--- config.mk ---
export PLATFORM = sky130hd
export DESIGN_NAME = add_seq
export DESIGN_NICKNAME = d
export VERILOG_FILES = /design/src/rtl/add_seq.sv
export SDC_FILE = /design/constraint.sdc
export NUM_CORES = 1
export LEC_CHECK = 0
export ABC_AREA = 1
export CORE_MARGIN = 3
export CORE_UTILIZATION = 52
export CTS_CLUSTER_SIZE = 8
export DETAILED_ROUTE_END_ITERATION = 7
export GPL_TIMING_DRIVEN = 1
export PLACE_DENSITY = 0.9
export SLEW_MARGIN = 25
export SYNTH_ARGS = -nofsm -noshare
export SYNTH_HDL_FRONTEND = slang
export SYNTH_SLANG_ARGS = --single-unit
--- constraint.sdc ---
create_clock -name clk -period 3 [get_ports clk]
set_input_delay 0.6 -clock clk [delete_from_list [all_inputs] [get_ports clk]]
set_output_delay 0.6 -clock clk [all_outputs]
set_load 0.01 [all_outputs]
--- src/rtl/add_seq.sv ---
// Multi-word sequential adder: rippling one 2-bit full-adder slice per cycle,
// least-significant slice first, with operand and result valid/ready handshakes.
module add_seq #(
    parameter int WIDTH = 8
) (
    input  logic             clk,
    input  logic             rst_n,
    input  logic             in_valid,
    output logic             in_ready,
    input  logic [WIDTH-1:0] in_a,
    input  logic [WIDTH-1:0] in_b,
    output logic             out_valid,
    input  logic             out_ready,
    output logic [WIDTH-1:0] out_sum,
    output logic             out_co,
    output logic             busy
);

    localparam int N     = WIDTH / 2;
    localparam int IDX_W = (N > 1) ? $clog2(N) : 1;
    localparam logic [WIDTH-1:0] SLICE_MASK = WIDTH'(2'b11);
    localparam logic [IDX_W-1:0] IDX_LAST   = IDX_W'(N - 1);

    typedef enum logic [1:0] {
        ST_IDLE = 2'd0,
        ST_RUN  = 2'd1,
        ST_DONE = 2'd2
    } state_t;

    function automatic logic maj3(input logic x, input logic y, input logic z);
        return (x & y) | (x & z) | (y & z);
    endfunction

    // Returns {cout, s1, s0} for one 2-bit slice.
    function automatic logic [2:0] slice_add(input logic [1:0] a, input logic [1:0] b,
                                             input logic ci);
        logic s0;
        logic c1;
        logic s1;
        logic co;
        s0 = a[0] ^ b[0] ^ ci;
        c1 = maj3(a[0], b[0], ci);
        s1 = a[1] ^ b[1] ^ c1;
        co = maj3(a[1], b[1], c1);
        return {co, s1, s0};
    endfunction

    state_t             state_r;
    state_t             state_nxt_s;
    logic [WIDTH-1:0]   a_r;
    logic [WIDTH-1:0]   b_r;
    logic [WIDTH-1:0]   sum_r;
    logic               c_r;
    logic [IDX_W-1:0]   idx_r;
    logic [WIDTH-1:0]   out_sum_r;
    logic               out_co_r;
    logic               in_ready_r;
    logic               out_valid_r;
    logic               busy_r;

    logic               in_ready_nxt_s;
    logic               out_valid_nxt_s;
    logic               busy_nxt_s;
    logic [IDX_W:0]     bit_pos_s;
    logic [1:0]         slice_a_s;
    logic [1:0]         slice_b_s;
    logic [2:0]         slice_res_s;
    logic [WIDTH-1:0]   sum_upd_s;
    logic               last_slice_s;

    // Current slice operands, slice result and the merged partial sum.
    always_comb begin
        bit_pos_s    = {idx_r, 1'b0};
        slice_a_s    = 2'(a_r >> bit_pos_s);
        slice_b_s    = 2'(b_r >> bit_pos_s);
        slice_res_s  = slice_add(slice_a_s, slice_b_s, c_r);
        sum_upd_s    = (sum_r & ~(SLICE_MASK << bit_pos_s))
                     | (WIDTH'(slice_res_s[1:0]) << bit_pos_s);
        last_slice_s = (idx_r == IDX_LAST);
    end

    // FSM state register.
    always_ff @(posedge clk or negedge rst_n) begin
        if (!rst_n) begin
            state_r <= ST_IDLE;
        end else begin
            state_r <= state_nxt_s;
        end
    end

    // FSM next-state logic; unreachable encodings recover to IDLE.
    always_comb begin
        state_nxt_s = state_r;
        case (state_r)
            ST_IDLE: begin
                if (in_valid) begin
                    state_nxt_s = ST_RUN;
                end else begin
                    state_nxt_s = ST_IDLE;
                end
            end
            ST_RUN: begin
                if (last_slice_s) begin
                    state_nxt_s = ST_DONE;
                end else begin
                    state_nxt_s = ST_RUN;
                end
            end
            ST_DONE: begin
                if (out_ready) begin
                    state_nxt_s = ST_IDLE;
                end else begin
                    state_nxt_s = ST_DONE;
                end
            end
            default: begin
                state_nxt_s = ST_IDLE;
            end
        endcase
    end

    // FSM output decode from the next state, so handshake flags come straight off flops.
    always_comb begin
        in_ready_nxt_s  = 1'b0;
        out_valid_nxt_s = 1'b0;
        busy_nxt_s      = 1'b0;
        case (state_nxt_s)
            ST_IDLE: begin
                in_ready_nxt_s = 1'b1;
            end
            ST_RUN: begin
                busy_nxt_s = 1'b1;
            end
            ST_DONE: begin
                out_valid_nxt_s = 1'b1;
                busy_nxt_s      = 1'b1;
            end
            default: begin
                in_ready_nxt_s = 1'b1;
            end
        endcase
    end

    // Registered handshake and status outputs.
    always_ff @(posedge clk or negedge rst_n) begin
        if (!rst_n) begin
            in_ready_r  <= 1'b1;
            out_valid_r <= 1'b0;
            busy_r      <= 1'b0;
        end else begin
            in_ready_r  <= in_ready_nxt_s;
            out_valid_r <= out_valid_nxt_s;
            busy_r      <= busy_nxt_s;
        end
    end

    // Operand capture, slice-per-cycle accumulation and result hand-off.
    always_ff @(posedge clk or negedge rst_n) begin
        if (!rst_n) begin
            a_r       <= '0;
            b_r       <= '0;
            sum_r     <= '0;
            c_r       <= 1'b0;
            idx_r     <= '0;
            out_sum_r <= '0;
            out_co_r  <= 1'b0;
        end else begin
            case (state_r)
                ST_IDLE: begin
                    if (in_valid) begin
                        a_r   <= in_a;
                        b_r   <= in_b;
                        sum_r <= '0;
                        c_r   <= 1'b0;
                        idx_r <= '0;
                    end else begin
                        a_r   <= a_r;
                        b_r   <= b_r;
                    end
                end
                ST_RUN: begin
                    sum_r <= sum_upd_s;
                    c_r   <= slice_res_s[2];
                    idx_r <= idx_r + IDX_W'(1);
                    // The result register only moves when the last slice lands,
                    // keeping out_sum/out_co stable outside DONE.
                    if (last_slice_s) begin
                        out_sum_r <= sum_upd_s;
                        out_co_r  <= slice_res_s[2];
                    end else begin
                        out_sum_r <= out_sum_r;
                        out_co_r  <= out_co_r;
                    end
                end
                ST_DONE: begin
                    out_sum_r <= out_sum_r;
                    out_co_r  <= out_co_r;
                end
                default: begin
                    idx_r <= '0;
                    c_r   <= 1'b0;
                end
            endcase
        end
    end

    assign in_ready  = in_ready_r;
    assign out_valid = out_valid_r;
    assign busy      = busy_r;
    assign out_sum   = out_sum_r;
    assign out_co    = out_co_r;

endmodule
==> After elaboration in Yosys (flattened, before gate mapping) <==
Cells that the tools add are included.
{ "totals": {"wordCells": 60, "ram_bits": 0, "romBits": 0, "out_inout_bits": 12, "inputBits": 20, "n_memories": 0, "latchBits": 0, "ff_bits": 41} }
{ "classes": {"bitwise": 18, "n_eq_ne": 6, "shifts": 4, "mul": 0, "order_cmp": 0, "div": 0, "reduce_logical": 7, "addsub": 1, "n_mux": 13} }
{ "ops": {"columns": ["op", "count"], "rows": [
  ["$pmux 8 s2", 1],
  ["$shr 8x3->2", 2],
  ["$pmux 2 s3", 2],
  ["$and 8x8->8", 1],
  ["$mux 8", 1],
  ["$not 8->8", 1],
  ["$or 8x8->8", 1],
  ["$reduce_and 2->1", 4],
  ["$shl 2x3->8", 1],
  ["$shl 2x3->8 const A", 1],
  ["$and 1x1->1", 6],
  ["$eq 2x2->1 const B", 3],
  ["$mux 2", 3],
  ["$mux 1", 5],
  ["$eq 2x1->1 const B", 2],
  ["$or 1x1->1", 4],
  ["$xor 1x1->1", 4],
  ["$pmux 1 s3", 1],
  ["$add 2x1->2 const B", 1],
  ["$logic_not 2->1", 1],
  ["$ne 2x2->1 const B", 1],
  ["$reduce_bool 2->1", 1],
  ["$reduce_or 2->1", 1],
  ["$not 1->1", 1]
]} }

==> Depth between registers and ports, before layout <==
{ "depth": {"ltp_word": 8, "depth_mapped": 11, "mapped_depth_nobuf": 10} }

==> Worst setup path after synthesis <==
OpenSTA, ideal clock, no wires.
{ "synth_timing": {"path_kind": "register to register", "start": "reg idx_r[0]", "end": "reg out_sum_r[5] (netlist: out_sum[5])", "required_time_ns": 2.935, "path_buffers": 2, "setup_slack_ns": 0.828, "arrival_ns": 2.107, "setup_ns": 0.065, "synth_period_minus_slack_ns": 2.172, "path_stages_with_launch": 12, "cell_sequence": "dfrtp_1 > buf_4 > inv_4 > buf_6 > o211ai_1 > nand2_1 > fa_1 > fa_1 > nand3_1 > nand2_1 > nand2_1 > nand2_1"} }
{ "synth_between": {"elab_chain_len": 7, "word_cells_on_any_way": 16, "classes_between": "eq/ne (1); shift (4); bitwise (10); reduce/logical (1)"} }
{ "synth_lines": {"columns": ["element", "line", "text"], "rows": [
  ["start, declared", "54", "logic [IDX_W-1:0] idx_r;"],
  ["start signal, assigned", "184", "idx_r <= idx_r + IDX_W'(1);"],
  ["$shr 8x3->2 (on tied branches)", "74, 75", null],
  ["$and 1x1->1", "31", "return (x & y) | (x & z) | (y & z);"],
  ["$or 1x1->1 (2 in series)", "31", null],
  ["$xor 1x1->1", "43", "s1 = a[1] ^ b[1] ^ c1;"],
  ["$shl 2x3->8", "78", "| (WIDTH'(slice_res_s[1:0]) << bit_pos_s);"],
  ["$or 8x8->8", "78", null],
  ["end signal, assigned", "188", "out_sum_r <= sum_upd_s;"],
  ["end signal, assigned", "191", "out_sum_r <= out_sum_r;"],
  ["end signal, assigned", "196", "out_sum_r <= out_sum_r;"],
  ["end, declared", "55", "logic [WIDTH-1:0] out_sum_r;"]
]} }
Several ways; a longest one is shown, not always the timed one.
A chain may end at the register's enable or synchronous reset.

==> Worst setup path in the final report <==
{ "layout_timing": {"start": "reg idx_r[1]", "end": "reg out_sum_r[3] (netlist: out_sum[3])"} }
Same word-level chain as after synthesis.

==> out/results.ini <==
[setup_path]
cp_common_cell = nand2_1
cp-start-kind = flop
arrival_ns = 2.74
cp_max_fo = 15
path_cells = inv_1, nor2_1, o21ai_0, nand2_1, fa_1, fa_1, nand3_1, nand2_1, nand2_1, nand2_1
slowest_stage = fa_1
worstSetupPathType = reg -> reg
critPathMaxStageDelay_ns = 0.56
required_ns = 3.28
cp-end-kind = flop

[clocking]
cts_buffers = 5
post_cts_resized = 0
ctsHoldBuffers = 0
clk_latency_ns = 0.35
htreeDepth = 2
ctsRootBufferMaster = clkbuf_4
cts_sinks = 39
clockBufferDepth = 2
post_cts_buffers = 0
cts_tree = done
clk_pin_slew_ns = 0.11

[floorplanning]
die_w_um = 66.2
num_io_pins = 32
die_height_um = 66.2
core_area_um2 = 3420
dieArea_um2 = 4380
start_util = 0.551
rows = 21

[placed_design]
io_buffer_count = 31
dp_hpwl_um = 2410
gp_congestion = 0.830
dpl_cell_area_um2 = 2170
pre_cts_ws_ns = 0.580

[power]
power_frac_seq = 0.395
vdd_drop_max_mv = 0.447
netSwitchingPower_uw = 973
total_power_mw = 2.27
combPwrFrac = 0.494
clkPwrFrac = 0.112
power_density_nw_per_um2 = 1020
switching_share = 0.429
p_leak_nw = 1.15
internal_power_mw = 1.29

[yosys]
syn_area_um2 = 1880
yosysSeqAreaShare = 0.519
yosys_register_bits = 39
synth_area_leaders = dfrtp_1, nand2_1, o21ai_0
syn_nets = 246
avgSynthCellArea_um2 = 8.59
synthDominantCellAreaShare = 0.505
yosysTopAreaCell = dfrtp_1
synth_warnings = 0
synth.distinct_cells = 22
synth_cells = 219

[drt]
dr.first_iter.drc_count = 118
routed_wl_um = 3310
viasPerCell = 4.83
drc = 0
firstDrtPassIters = 4
ant_nets = 0
wl_per_cell_um = 11.2
dr_total_vias = 1424

[global_routing]
grt_usage = 0.168
grt_pass1_wl_um = 5400
antenna_found_initial = 0
grt_start_max_net_pins = 40
overflow = 0
grt_pass1_vias = 1266

[final_layout]
diodes = 0
final_cell_mix = nand2_1, dfrtp_1, clkdlybuf4s50_1, inv_1, o21ai_0
drive_gt1_frac = 0.0803
final_common_cell = nand2_1
multi_input_area_um2 = 712
area_growth_pct = 18.0
nFillCells = 296
stdcell_area_um2 = 2220
final_net_count = 275
register_area_um2 = 977

[sta]
slew_headroom = 0.449
setup_violations = 0
worst_slack_ns = 0.540
tns_ns = 0
rsz0062_at_grt = no
tightest_slew_ns = 0.827
finalCritPeriodShare = 0.820
timing_hold_violations_final = 0
drv_slew = 0
fin_skew_ns = 0.0142
hold_ws_ns = 0.332
fin_crit_ns = 2.46
fmax_ghz = 0.406

[hold_path]
hold_class = in -> async

[run_status]
status = finished, final reports clean

[run]
maxCapViolCount = 0

power by group through the flow:
stage	Clock, mW	Sequential (mW)	Combinational [mW]
after global routing	0.284	0.920	1.27
final	0.253	0.896	1.12
after CTS	0.257	0.895	1.13
after floorplan	0	0.893	0.843
after global placement	0	0.893	1.08
after detailed placement	0	0.906	1.13
worst paths after layout:
| path | depth (start not counted) | slack, ns | startpoint | to |
|---|---|---|---|---|
| worst max-delay path | 10 | 0.54 | idx_r[1] | out_sum[3] |
| worst min-delay path | 1 | 0.33 | rst_n | out_valid |
| worst max register to register | 10 | 0.54 | idx_r[1] | out_sum[3] |
| worst min register to register | 2 | 0.49 | out_sum[7] | out_sum[7] |
| max in group asynchronous | 1 | 2.13 | rst_n | out_sum[3] |
| min in group clk | 2 | 0.49 | out_sum[7] | out_sum[7] |
critical path: cells and delay by family (launching register included):
kind | cells | cell delay (ns)
DFF | 1 | 0.46
AOI/OAI and AO/OA | 1 | 0.09
and+or+nand+nor | 6 | 0.50
buffers and inverters | 1 | 0.35
adders and majority gates | 2 | 0.98
metal layers:
layer  global-route usage  share of wire  wire (um)
met2                0.263           0.46       1530
met4                0.104          0.015         50
met3               0.0459          0.058        191
met1                0.203           0.46       1530
met5                    0              0          0
cells by family after synthesis:
family | share of synthesized area
AOI/OAI and AO/OA | 0.0997
adders and majority gates | 0.0545
buffers and inverters | 0.102
DFF | 0.519
and+or+nand+nor | 0.224
sequential cells by signal, summed over array words and instances (netlist names), 2 cells and up:
signal,flops
a_r,8
state_r,2
idx_r,2
sum_r,6
b_r,8
out_sum,8
area by class of cell:
cell class	count	share of cell area
repair buffers	31	0.137
multi-input cells	140	0.321
flip-flops and latches	39	0.440
well taps	46	0.0259
clock buffers	7	0.0203
inverters	31	0.0535
clock inverters	1	0.00225
synthesized netlist by cell type, drive strengths merged:
| library cell | instances |
|---|---|
| buf | 7 |
| clkbuf | 2 |
| dfrtp | 38 |
| dfstp | 1 |
| fa | 2 |
| ha | 5 |
| inv | 31 |
| nand2 | 75 |
| nand3 | 16 |
| nor2 | 10 |
| o211ai | 4 |
| o21ai | 27 |
| o31ai | 1 |
per-stage QoR:
| stage | utilization | std cells |
|---|---|---|
| after floorplan | - | 219 |
| after global placement | 0.636 | 287 |
| after detailed placement | 0.636 | 287 |
| after CTS | 0.650 | 295 |
| after global routing | 0.650 | 295 |
| final | 0.650 | 295 |
(Power assumes the default switching activity.)
